### src/rtl/fifo_uart_tx_pkg.sv
// Shared UART definitions: FSM state encodings and default framing parameters,
// common to the transmit path and the future receiver.
package fifo_uart_tx_pkg;

  localparam int unsigned DEF_CLKS_PER_BIT = 16;
  localparam int unsigned DEF_DATA_W       = 8;

  typedef enum logic [2:0] {
    IDLE   = 3'd0,
    POP    = 3'd1,
    LOAD   = 3'd2,
    START  = 3'd3,
    DATA   = 3'd4,
    PARITY = 3'd5,
    STOP   = 3'd6
  } state_e;

endpackage

### src/rtl/fifo_uart_tx_baud.sv
// Baud divider: counts 0..CLKS_PER_BIT-1 and wraps; tick is high in the last cycle
// of each bit period, tick_next_c flags that the following cycle will carry tick.
module uart_baud_tick #(
  parameter int unsigned CLKS_PER_BIT = 16
) (
  input  logic clk,
  input  logic rst,
  input  logic clear,
  output logic tick,
  output logic tick_next_c
);

  localparam int unsigned      CNT_W    = $clog2(CLKS_PER_BIT);
  localparam logic [CNT_W-1:0] CNT_LAST = CNT_W'(CLKS_PER_BIT - 1);

  logic [CNT_W-1:0] cnt_q, cnt_d;
  logic             tick_q;

  // Next count; clear holds the divider at zero so a bit period starts cleanly
  always_comb begin
    cnt_d = cnt_q + CNT_W'(1);
    if (clear || (cnt_q == CNT_LAST)) begin
      cnt_d = '0;
    end
    tick_next_c = (cnt_d == CNT_LAST);
  end

  always_ff @(posedge clk or negedge rst) begin
    if (!rst) begin
      cnt_q  <= '0;
      tick_q <= 1'b0;
    end else begin
      cnt_q  <= cnt_d;
      tick_q <= tick_next_c;
    end
  end

  assign tick = tick_q;

endmodule

### src/rtl/fifo_uart_tx.sv
// FIFO-draining UART 8N1 transmitter, LSB first, with registered outputs.
// Define FIFO_UART_TX_PARITY_EN to insert an even-parity bit between data and stop.
module fifo_uart_tx
  import fifo_uart_tx_pkg::*;
#(
  parameter int unsigned CLKS_PER_BIT = DEF_CLKS_PER_BIT,
  parameter int unsigned DATA_W       = DEF_DATA_W
) (
  input  logic              clk,
  input  logic              rst,
  input  logic              tx_en,
  input  logic              fifo_empty,
  input  logic [DATA_W-1:0] fifo_data,
  output logic              fifo_rd_en,
  output logic              tx,
  output logic              busy,
  output logic              tx_done
);

  localparam int unsigned      BIT_W    = $clog2(DATA_W + 1);
  localparam logic [BIT_W-1:0] LAST_BIT = BIT_W'(DATA_W);

  state_e              state_q, state_d;
  logic [DATA_W-1:0]   shreg_q, shreg_d;
  logic [BIT_W-1:0]    bit_cnt_q, bit_cnt_d;
  logic                tx_q, tx_d;
  logic                rd_en_q, rd_en_d;
  logic                busy_q, busy_d;
  logic                done_q, done_d;
`ifdef FIFO_UART_TX_PARITY_EN
  logic                parity_q, parity_d;
`endif

  logic baud_clear_c;
  logic tick;
  logic tick_next_c;

  // Divider is held in reset until the start bit is launched from LOAD
  assign baud_clear_c = (state_q == IDLE) || (state_q == POP) || (state_q == LOAD);

  uart_baud_tick #(
    .CLKS_PER_BIT (CLKS_PER_BIT)
  ) u_baud (
    .clk         (clk),
    .rst         (rst),
    .clear       (baud_clear_c),
    .tick        (tick),
    .tick_next_c (tick_next_c)
  );

  always_comb begin
    state_d   = state_q;
    shreg_d   = shreg_q;
    bit_cnt_d = bit_cnt_q;
    tx_d      = tx_q;
    rd_en_d   = 1'b0;
    busy_d    = busy_q;
`ifdef FIFO_UART_TX_PARITY_EN
    parity_d  = parity_q;
`endif

    case (state_q)
      IDLE: begin
        if (tx_en && !fifo_empty) begin
          state_d = POP;
          rd_en_d = 1'b1;
          busy_d  = 1'b1;
        end
      end
      POP: begin
        state_d = LOAD;
      end
      // FIFO data_out is valid now, one cycle after the pop
      LOAD: begin
        shreg_d = fifo_data;
        tx_d    = 1'b0;
        state_d = START;
`ifdef FIFO_UART_TX_PARITY_EN
        parity_d = ^fifo_data;
`endif
      end
      START: begin
        if (tick) begin
          tx_d      = shreg_q[0];
          shreg_d   = shreg_q >> 1;
          bit_cnt_d = BIT_W'(1);
          state_d   = DATA;
        end
      end
      // bit_cnt_q counts bits already placed on the line
      DATA: begin
        if (tick) begin
          if (bit_cnt_q == LAST_BIT) begin
`ifdef FIFO_UART_TX_PARITY_EN
            tx_d    = parity_q;
            state_d = PARITY;
`else
            tx_d    = 1'b1;
            state_d = STOP;
`endif
          end else begin
            tx_d      = shreg_q[0];
            shreg_d   = shreg_q >> 1;
            bit_cnt_d = bit_cnt_q + BIT_W'(1);
          end
        end
      end
`ifdef FIFO_UART_TX_PARITY_EN
      PARITY: begin
        if (tick) begin
          tx_d    = 1'b1;
          state_d = STOP;
        end
      end
`endif
      STOP: begin
        if (tick) begin
          state_d   = IDLE;
          busy_d    = 1'b0;
          bit_cnt_d = '0;
        end
      end
      default: begin
        state_d   = IDLE;
        tx_d      = 1'b1;
        busy_d    = 1'b0;
        bit_cnt_d = '0;
      end
    endcase

    // Registered pulse lands in the cycle that carries the stop-bit tick
    done_d = (state_d == STOP) && tick_next_c;
  end

  always_ff @(posedge clk or negedge rst) begin
    if (!rst) begin
      state_q   <= IDLE;
      shreg_q   <= '0;
      bit_cnt_q <= '0;
      tx_q      <= 1'b1;
      rd_en_q   <= 1'b0;
      busy_q    <= 1'b0;
      done_q    <= 1'b0;
`ifdef FIFO_UART_TX_PARITY_EN
      parity_q  <= 1'b0;
`endif
    end else begin
      state_q   <= state_d;
      shreg_q   <= shreg_d;
      bit_cnt_q <= bit_cnt_d;
      tx_q      <= tx_d;
      rd_en_q   <= rd_en_d;
      busy_q    <= busy_d;
      done_q    <= done_d;
`ifdef FIFO_UART_TX_PARITY_EN
      parity_q  <= parity_d;
`endif
    end
  end

  assign fifo_rd_en = rd_en_q;
  assign tx         = tx_q;
  assign busy       = busy_q;
  assign tx_done    = done_q;

endmodule
### config.mk
export PLATFORM = sky130hd
export DESIGN_NAME = fifo_uart_tx
export DESIGN_NICKNAME = d
export VERILOG_FILES = /design/src/rtl/fifo_uart_tx_pkg.sv /design/src/rtl/fifo_uart_tx_baud.sv /design/src/rtl/fifo_uart_tx.sv
export SDC_FILE = /design/constraint.sdc
export NUM_CORES = 1
export LEC_CHECK = 0
export BUFFER_PORTS_ARGS = -buffer_cell sky130_fd_sc_hd__buf_2
export CORE_ASPECT_RATIO = 1.75
export CORE_UTILIZATION = 60
export DETAILED_ROUTE_END_ITERATION = 16
export PLACE_DENSITY_LB_ADDON = 0.15
export RECOVER_POWER = 25
export SYNTH_ARGS = -nofsm -noshare
export SYNTH_HDL_FRONTEND = slang
export SYNTH_HIERARCHICAL = 1
export SYNTH_SLANG_ARGS = --single-unit
### constraint.sdc
create_clock -name clk -period 2.6 [get_ports clk]
set_input_delay 0.26 -clock clk [delete_from_list [all_inputs] [get_ports clk]]
set_output_delay 0.26 -clock clk [all_outputs]
set_load 0.005 [all_outputs]
==> summary.txt <==
Run status
  • Run status: finished, final reports clean

STA
  • Slack of the critical path: about 0.60 ns
  • Unrepaired setup endpoints after global routing: no
  • Setup TNS: 0 ns
  • Relative slew slack: 0.1368
  • Final hold vios: 0
  • Ratio of final minimum period to clock period: 0.7674
  • Final Max Slew Viols: 0
  • Post-route minimum period: between 1.5 and 2 ns
  • Worst-margin pin slew: 1.295 ns
  • Final hold slack: roughly 0.22 ns
  • Final setup vio count: 0
  • Highest clock rate: 501.2 MHz
  • Clk_skew: 0.004746 ns

Layout
  • N_diodes: 0
  • Area Growth Syn to Fin: 8.047%
  • Commonest non-fill, non-tap cell in the layout: dfrtp_1
  • Multi-input logic area: 713.2 um^2
  • Fillers: 167
  • Layout Utilization: 0.6964
  • Nets: 165
  • Commonest non-fill, non-tap cells in the layout: dfrtp_1, buf_2, a21oi_1
  • Design Area, Final: 1495 um^2
  • FF+latch area: about 600 um^2
  • Fraction of layout cells with a size suffix above 1: 0.2215

Power
  • Sequential Power Share: 0.403
  • Net switching power: 0.6146 mW
  • Switching portion of total power: 0.3902
  • VDD IR max: 0.7482 mV
  • Leakage power: about 0.67 nW
  • Logic pwr share: 0.470
  • Clock share of power: 0.127
  • Pint: 0.9607 mW
  • PD cells: roughly 1100 nW/um^2

Placement
  • DP HPWL: 1955 um
  • Post-Place Cell Area: 1450 um^2
  • PortBufs: 15
  • GPL Wtd Cong: approximately 0.75
  • Post-place setup slack: 0.6544 ns

Route
  • Number of routed nets with antenna violations: 0
  • Via density: 6.532
  • Drt pass-1 iters: 4
  • Final wirelength: between 2000 and 3000 um
  • # DRC: 0
  • Vias: around 1100
  • DR WL/cell: 15.66 um
  • DR iter-0 viols: 40

Worst setup path
  • Type of origin of the critical path: flop
  • Worst setup EP type: flop
  • Critical Path Fanout Max: 25
  • Flop2flop setup slack: 0.60 ns
  • Slowest Stage Delay on Critical Path: about 0.66 ns
  • Crit-path cells: or3b_1 -> or4_1 -> nand3_1
  • Slowest-stage cell, CP: dfrtp_1
  • CP delay by family, top: simple AND/OR/NAND/NOR gates
  • Worst path bufs/invs: 0
  • Worst path arrival time: about 2.3 ns
  • WP data required: 2.86 ns
  • Setup CP Type: flop to flop

Clock network
  • Clock root cell: clkbuf_4
  • CTS Buffer Depth: 2
  • CTS tree: done
  • Post-CTS Resized: 0
  • Post-CTS Setup Bufs: 0
  • Worst-Skew Late Latency: 0.32 ns
  • Total CTS buffers: 3
  • Sink Count: 24
  • H-tree depth: 1
  • Clock-pin slew on the worst setup and hold paths: 0.13 ns

Floorplanning
  • Initial Util: 0.6445
  • Die X: 38.31 um
  • Die Y: 65.53 um
  • Row count: 22
  • Core ar.: approximately 2100 um^2
  • Count of boundary I/O pins: 16
  • Die ar.: 2510 um^2

Yosys
  • Share of the synthesized area in the top cell type: 0.4159
  • Avg Inst Size Synth: 10.10 um^2
  • Synth Warn #: 6
  • Number of synthesized flops with an enable pin: 0
  • Area leader, netlist: dfrtp_1
  • Asr flop ratio synth: 1.000
  • Mapped Nets: 152
  • Synth area leaders: dfrtp_1, mux2_2, o22ai_1
  • Mapped Cells: 137
  • #FFs+latches synth: 24
  • Ys flop type: dfrtp_1
  • Sequential-to-total area share from yosys stat: 0.4349
  • Synth Cell Area: 1384 um^2
  • Distinct cell type count after synthesis: 44

Global route
  • Vias in the first global route: 1119
  • Largest net degree at the start of global routing: 26
  • GRT Util Overall: 0.2590
  • Initial antenna violation count: 0
  • First-pass GRT wire length: about 4700 um
  • Grt ovf: 0

Hold path
  • Hold Crit Class: input pin to flop

Job
  • Max-cap viol count: 0
flip-flops by register name (all words and copies together) (netlist names):
signal / count
fifo_rd_en: 1
u_baud/cnt_q: 4
u_baud/tick: 1
bit_cnt_q: 4
tx_done: 1
state_q: 3
tx: 1
shreg_q: 8
busy: 1
layout make-up:
cell class / count / area share
multi-input combinational: 99 / 0.4770
inverter: 4 / 0.01004
sequential: 24 / 0.4025
timing repair buffer: 18 / 0.06611
tap: 24 / 0.02008
clock buffer: 4 / 0.02427
logic make-up (layout without fill, tap and decap cells):
logic type               Yosys count  count (layout)  share of synthesized area
AO/OA/AOI/OAI                     46              46                     0.2252
AND/OR/NAND/NOR                   39              39                     0.1772
flip-flops                        24              24                     0.4349
buffers and inverters             14              26                    0.04972
multiplexers                       9               9                    0.07234
adder cells (fa/ha/maj)            4               4                    0.03436
XOR/XNOR                           1               1                   0.006330
power groups by stage:
| stage | clock network, mW | logic (mW) | registers, mW |
|---|---|---|---|
| detailed placement | 0 | 0.733 | 0.643 |
| floorplan | 0 | 0.636 | 0.591 |
| CTS | 0.201 | 0.737 | 0.634 |
| global placement | 0 | 0.697 | 0.635 |
| finish | 0.200 | 0.740 | 0.635 |
| global route | 0.213 | 0.816 | 0.657 |
through the flow:
stage	power (mW)	instances
final	1.575	173
after global routing	1.686	173
after CTS	1.572	173
after detailed placement	1.376	168
after global placement	1.332	168
after floorplan	1.227	137
synthesized netlist by cell type (2+ instances only):
cell type / count
nor2_1: 6
o22ai_1: 10
a31oi_1: 2
buf_2: 4
nand2b_1: 3
nand3_1: 2
o21ai_0: 4
mux2_2: 8
nand2_1: 7
nor4_1: 2
o32ai_1: 7
nor2b_1: 5
inv_1: 4
o32a_1: 2
ha_1: 3
and3_1: 2
a21oi_1: 12
clkbuf_1: 4
and3b_1: 3
dfrtp_1: 23
worst min-delay path, delay by kind of cell:
family	cells	cell delay, ns
simple gates	2	0.16
buf+inv	1	0.10
final timing paths:
path	startpoint	to	depth (start not counted)
worst max register to register	state_q[0]	bit_cnt_q[3]	3
worst min-delay path	tx_en	fifo_rd_en	3
worst max-delay path	state_q[0]	bit_cnt_q[3]	3
min in group asynchronous	rst	shreg_q[3]	2
max in group asynchronous	rst	bit_cnt_q[3]	2
worst min register to register	u_baud/cnt_q[0]	u_baud/cnt_q[0]	1
layer usage:
metal / track usage / routed length (um) / vias to the layer above
li1: - / - / 548
met1: 0.2889 / 1095 / 545
met2: 0.4725 / 1491 / 32
met3: 0.02027 / 79 / 5
met4: 0.1071 / 44 / 0
met5: 0 / 0 / -
repair_timing:
action	4_1_cts	5_1_grt
hold endpoints to repair	23	0
setup endpoints to repair	0	0
hold buffers	1	0
Power figures use the tool's default switching activity.
